### config.mk
export PLATFORM = sky130hd
export DESIGN_NAME = stack_ctrl
export DESIGN_NICKNAME = d
export VERILOG_FILES = /design/src/rtl/stack_ctrl.sv
export SDC_FILE = /design/constraint.sdc
export NUM_CORES = 1
export LEC_CHECK = 0
export CELL_PAD_IN_SITES_DETAIL_PLACEMENT = 1
export CELL_PAD_IN_SITES_GLOBAL_PLACEMENT = 2
export CORE_ASPECT_RATIO = 1.2
export CORE_MARGIN = 2
export CORE_UTILIZATION = 25
export DETAILED_ROUTE_END_ITERATION = 8
export HOLD_SLACK_MARGIN = 0.05
export PLACE_DENSITY = 0.81
export SYNTH_ARGS = -nofsm -noshare
export SYNTH_HDL_FRONTEND = slang
export SYNTH_SLANG_ARGS = --single-unit
### constraint.sdc
create_clock -name clk -period 2.7 [get_ports clk]
set_clock_uncertainty 0.15 [all_clocks]
set_input_delay 0.675 -clock clk [delete_from_list [all_inputs] [get_ports clk]]
set_output_delay 0.675 -clock clk [all_outputs]
set_load 0.02 [all_outputs]
### src/rtl/stack_ctrl.sv
// Stack-access sequencer: turns PUSH/POP/CALL/RET/INTR/RTI requests into
// single-port data-memory cycles plus regfile SP increment/decrement strobes.
module stack_ctrl #(
  parameter int FLAG_W = 4
) (
  input  logic              clk,
  input  logic              rst,
  input  logic              req_valid,
  output logic              req_ready,
  input  logic [2:0]        req_op,
  input  logic [7:0]        push_data,
  input  logic [7:0]        pc_in,
  input  logic [FLAG_W-1:0] flags_in,
  input  logic [7:0]        sp_in,
  output logic [7:0]        mem_addr,
  output logic [7:0]        mem_wdata,
  output logic              mem_we,
  output logic              mem_re,
  input  logic [7:0]        mem_rdata,
  output logic              dec_sp,
  output logic              inc_sp,
  output logic [7:0]        pop_data,
  output logic              pop_valid,
  output logic [7:0]        pc_out,
  output logic              pc_load,
  output logic [FLAG_W-1:0] flags_out,
  output logic              flags_load,
  output logic              done,
  output logic              err
);

  localparam logic [2:0] OP_PUSH = 3'b000;
  localparam logic [2:0] OP_POP  = 3'b001;
  localparam logic [2:0] OP_CALL = 3'b010;
  localparam logic [2:0] OP_RET  = 3'b011;
  localparam logic [2:0] OP_INTR = 3'b100;
  localparam logic [2:0] OP_RTI  = 3'b101;

  typedef enum logic [2:0] {
    S_IDLE, S_WR1, S_WR2, S_RD1, S_RD2, S_RD3, S_FIN, S_ERR
  } state_t;

  state_t            state_q;
  logic [2:0]        op_q;
  logic [FLAG_W-1:0] flags_q;
  logic [7:0]        sp_q;
  logic              req_ready_q;
  logic [7:0]        mem_addr_q;
  logic [7:0]        mem_wdata_q;
  logic              mem_we_q;
  logic              mem_re_q;
  logic              dec_sp_q;
  logic              inc_sp_q;
  logic              pop_valid_q;
  logic              pc_load_q;
  logic              flags_load_q;
  logic              done_q;
  logic              err_q;

  // sp_q tracks the stack pointer after each strobe already issued, so the
  // next access address is sp_q itself (push side) or sp_q+1 (pop side).
  // State register and the strobes of the state being entered, updated together.
  always_ff @(posedge clk) begin
    if (rst) begin
      state_q      <= S_IDLE;
      op_q         <= 3'b000;
      flags_q      <= '0;
      sp_q         <= 8'h00;
      req_ready_q  <= 1'b1;
      mem_addr_q   <= 8'h00;
      mem_wdata_q  <= 8'h00;
      mem_we_q     <= 1'b0;
      mem_re_q     <= 1'b0;
      dec_sp_q     <= 1'b0;
      inc_sp_q     <= 1'b0;
      pop_valid_q  <= 1'b0;
      pc_load_q    <= 1'b0;
      flags_load_q <= 1'b0;
      done_q       <= 1'b0;
      err_q        <= 1'b0;
    end else begin
      req_ready_q  <= 1'b0;
      mem_addr_q   <= 8'h00;
      mem_wdata_q  <= 8'h00;
      mem_we_q     <= 1'b0;
      mem_re_q     <= 1'b0;
      dec_sp_q     <= 1'b0;
      inc_sp_q     <= 1'b0;
      pop_valid_q  <= 1'b0;
      pc_load_q    <= 1'b0;
      flags_load_q <= 1'b0;
      done_q       <= 1'b0;
      err_q        <= 1'b0;
      case (state_q)
        S_IDLE: begin
          if (req_valid && req_ready_q) begin
            op_q    <= req_op;
            flags_q <= flags_in;
            case (req_op)
              OP_PUSH, OP_CALL, OP_INTR: begin
                state_q     <= S_WR1;
                mem_we_q    <= 1'b1;
                dec_sp_q    <= 1'b1;
                mem_addr_q  <= sp_in;
                mem_wdata_q <= (req_op == OP_PUSH) ? push_data : pc_in;
                sp_q        <= sp_in - 8'd1;
              end
              OP_POP, OP_RET, OP_RTI: begin
                state_q    <= S_RD1;
                mem_re_q   <= 1'b1;
                inc_sp_q   <= 1'b1;
                mem_addr_q <= sp_in + 8'd1;
                sp_q       <= sp_in + 8'd1;
              end
              default: begin
                state_q <= S_ERR;
                err_q   <= 1'b1;
                sp_q    <= sp_in;
              end
            endcase
          end else begin
            req_ready_q <= 1'b1;
          end
        end
        S_WR1: begin
          if (op_q == OP_INTR) begin
            state_q     <= S_WR2;
            mem_we_q    <= 1'b1;
            dec_sp_q    <= 1'b1;
            mem_addr_q  <= sp_q;
            mem_wdata_q <= 8'(flags_q);
            sp_q        <= sp_q - 8'd1;
          end else begin
            state_q <= S_FIN;
            done_q  <= 1'b1;
          end
        end
        S_WR2: begin
          state_q <= S_FIN;
          done_q  <= 1'b1;
        end
        S_RD1: begin
          state_q <= S_RD2;
          case (op_q)
            OP_POP: begin
              pop_valid_q <= 1'b1;
              done_q      <= 1'b1;
            end
            OP_RET: begin
              pc_load_q <= 1'b1;
              done_q    <= 1'b1;
            end
            OP_RTI: begin
              flags_load_q <= 1'b1;
              mem_re_q     <= 1'b1;
              inc_sp_q     <= 1'b1;
              mem_addr_q   <= sp_q + 8'd1;
              sp_q         <= sp_q + 8'd1;
            end
            default: begin
              done_q <= 1'b1;
            end
          endcase
        end
        S_RD2: begin
          if (op_q == OP_RTI) begin
            state_q   <= S_RD3;
            pc_load_q <= 1'b1;
            done_q    <= 1'b1;
          end else begin
            state_q     <= S_IDLE;
            req_ready_q <= 1'b1;
          end
        end
        S_RD3, S_FIN, S_ERR: begin
          state_q     <= S_IDLE;
          req_ready_q <= 1'b1;
        end
        default: begin
          state_q     <= S_IDLE;
          req_ready_q <= 1'b1;
        end
      endcase
    end
  end

  assign req_ready  = req_ready_q;
  assign mem_addr   = mem_addr_q;
  assign mem_wdata  = mem_wdata_q;
  assign mem_we     = mem_we_q;
  assign mem_re     = mem_re_q;
  assign dec_sp     = dec_sp_q;
  assign inc_sp     = inc_sp_q;
  assign pop_valid  = pop_valid_q;
  assign pc_load    = pc_load_q;
  assign flags_load = flags_load_q;
  assign done       = done_q;
  assign err        = err_q;

  // Read data arrives in the cycle its load strobe is high, so it is gated, not registered.
  assign pop_data  = pop_valid_q  ? mem_rdata : 8'h00;
  assign pc_out    = pc_load_q    ? mem_rdata : 8'h00;
  assign flags_out = flags_load_q ? mem_rdata[FLAG_W-1:0] : '0;

endmodule

==> parameters.txt <==
Parameter                              Value

Timing
  Final setup violation count    0
  Final worst slack    242 ps
  Final Hold Vio Count    0
  Max Clk Rate    0.407 GHz
  Final worst path period need    2460 ps
  Final TNS setup    0 ps
  Max transition margin    49.7%
  Unrepaired setup endpoints after global routing    false
  Worst Max-Slew Pin Slew    750 ps
  Smallest hold slack    about 320 ps
  Count of final max-slew check failures    0
  Ratio of final minimum period to clock period    91.0%

Floorplanning
  Number of top-level pins    88
  Cell row count    between 40 and 50
  Horizontal die dimension    98.0 um
  Core ar.    around 10000 sq um
  Die Span Y    117 um
  Die footprint    11500 sq um
  Initial core utilization    roughly a quarter

Drt
  1st-pass router iterations    4
  Number of remaining DRC errors    0
  Routed length per placed instance    16.2 um
  Wirelength, routed    9340 um
  DR iter-0 viols    75
  Remaining antenna violation count    0
  Count of vias placed by the detailed router    2925
  DR vias/cell    5.08

Logic synthesis
  Post-Syn Area    about 2700 sq um
  Leading post-synthesis cells by cell area    dfxtp_1, a21oi_1, and2_1
  Number of distinct library cells after synthesis    54
  Number of storage elements in the synthesis netlist    42
  Post-synthesis sequential area ratio    a little under a third
  Synth area leader    dfxtp_1
  Number of nets produced by synthesis    396
  Number of synthesized flops with an enable pin    0
  Mean post-synth cell area    7.58 sq um
  Ys Warns    0
  Area share of the largest cell type after synthesis    31.7%
  Share of synthesized registers carrying an async set or reset    0%
  Primary FF master, synth    dfxtp_1
  Cells after synthesis    350

Global routing
  GR met3 Demand/Resource    2.55%
  Largest net degree at the start of global routing    28
  Most used routing layer    met2
  Met1 GRT Util    between 20% and 30%
  Global-route met2 utilization    between 20% and 30%
  Overall overflow remaining after global route    0
  Initial antenna violation count    0
  First-pass GRT wire length    about 15000 um
  Overall routing resource usage    16.1%
  Via count of the first global-routing pass    2907

Clock network
  TritonCTS clock tree    built
  Number of buffers inserted during clock tree synthesis    5
  CTS HTree Levels    2
  Number of sinks driven by the clock tree    42
  Clock insertion delay at the later pin of the skew report    290 ps
  Clock Path Buffers    2
  Root cell of the clock tree    clkbuf_16
  Clock slew at reported path FFs    about 70 ps

Worst setup path
  Delay contributed by the slowest stage of the critical path    500 ps
  Type of element launching the critical path    primary input
  Crit-path cells    clkdlybuf4s50_1, and2_1, dlygate4sd2_1
  Crit end category    primary output
  Type of the worst setup path    primary input to primary output
  Max Fanout on Critical Path    3
  WP data arrival    1630 ps
  Required time at the worst-slack endpoint    1880 ps
  Cell type of the slowest stage on the worst timing path    clkdlybuf4s50_1

Layout
  Final std cells w/o fill    between 500 and 600
  Fill cell total of the finished layout    around 1300
  Area taken by flip-flops and latches    around 840 sq um
  Footprint of the multi-input gates    between 1500 and 2000 sq um
  Most common cell after layout, fill and taps aside    clkdlybuf4s50_1
  Diodes inserted    0
  Share of post-route cells with drive strength above 1    10.1%
  Final core utilization    37.7%
  Nets    492
  Growth of design area from synthesis to finish    48.0%
  Most frequent cells in the layout    clkdlybuf4s50_1, dfxtp_1, nand2_1

Job
  Max-cap violations    0

Pwr
  Pwr Density    518 nW/um^2
  Pleak    0.00159 uW
  Worst IR Drop VDD    about 0.24 mV

Placed design
  Final HPWL DP    7180 um
  Input/output buffers    between 80 and 90
  Final weighted congestion of routability-driven global placement    0.782
  Cell total after placement    568
  Post-place setup slack    -63.7 ps

Min path
  Type of the worst min-delay path    register to register

Outcome
  Run status    finished, final reports clean
-- cell families (layout without fill, tap and decap cells) --
family          Yosys count  in the layout  synth area share [%]
compound gates           81             81                  19.0
xor+xnor                 18             18                  5.94
fa+ha+maj                 4              4                  1.89
buf+inv                  36            133                  6.41
flops                    42             42                  31.7
mux                       9              9                  3.58
simple gates            160            160                  31.5
-- cell type report --
cell class                 count  area share (%)
multi-input combinational    272            41.8
timing repair buffer         116            28.0
sequential                    42            21.4
tap                          129            4.11
clock buffer                   5            3.19
inverter                       9           0.860
clock inverter                 3           0.637
-- final timing paths --
kind	start	to	slack (ps)	cells past startpoint
setup reg to reg	state_q[2]$_SDFFE_PP0N_	sp_q[4]$_SDFFE_PP0P_	530	6
setup / recovery	mem_rdata[2]	flags_out[2]	240	3
hold reg to reg	flags_q[1]$_SDFFE_PP0P_	flags_q[1]$_SDFFE_PP0P_	320	2
hold / removal	flags_q[1]$_SDFFE_PP0P_	flags_q[1]$_SDFFE_PP0P_	320	2
-- sequential cells by signal (all words and copies together), names as in the netlist, 3 cells and up --
signal     cells
mem_addr       8
mem_wdata      8
sp_q           8
flags_q        4
op_q           3
state_q        3
-- critical path: cells and delay by family --
| kind | cells | cell delay (ps) |
|---|---|---|
| simple gates | 1 | 130 |
| buf+inv | 2 | 830 |
-- repair_timing --
action | in CTS | in global routing
cloned | 0 | 0
endpoints found under the hold margin | 0 | 0
setup endpoints to repair | 14 | 6
resized for setup | 14 | 6
setup buffers | 0 | 0
pin swaps | 0 | 0
hold buffers | 0 | 0
-- power by group --
part | internal, uW | switching [uW] | total (uW) | leakage [uW]
Combinational | 307 | 326 | 632 | 0.00118
Clock | 348 | 275 | 623 | 0.0000704
Sequential | 674 | 103 | 777 | 0.000342
-- metrics by stage --
stage / total power (uW) / instance area [sq um]
floorplan: 1150 / 2650
global placement: 1400 / 3780
detailed placement: 1420 / 3780
CTS: 2050 / 3910
global route: 2150 / 3930
finish: 2030 / 3930
-- metal layers --
metal	vias up	share of wire (%)	routed length [um]
met3	15	3.7	341
met5	-	0	0
met4	0	3.0	278
met2	70	49	4560
li1	1428	-	-
met1	1412	45	4160
-- Yosys cell counts, drive strengths merged, types with 4 or more instances --
| cell type | instances |
|---|---|
| clkbuf | 17 |
| o21ai | 11 |
| ha | 4 |
| buf | 10 |
| nor3 | 18 |
| nor2 | 26 |
| a31oi | 5 |
| nand2b | 7 |
| or4 | 4 |
| a21oi | 34 |
| dfxtp | 42 |
| nand2 | 39 |
| o22ai | 4 |
| a22oi | 9 |
| xnor2 | 11 |
| inv | 9 |
| mux2 | 4 |
| and3 | 5 |
| and2 | 24 |
| mux2i | 5 |
| nand4 | 5 |
| xor2 | 7 |
| nand3 | 12 |
| or3 | 4 |
No activity file was read; power rests on OpenSTA's default activity.
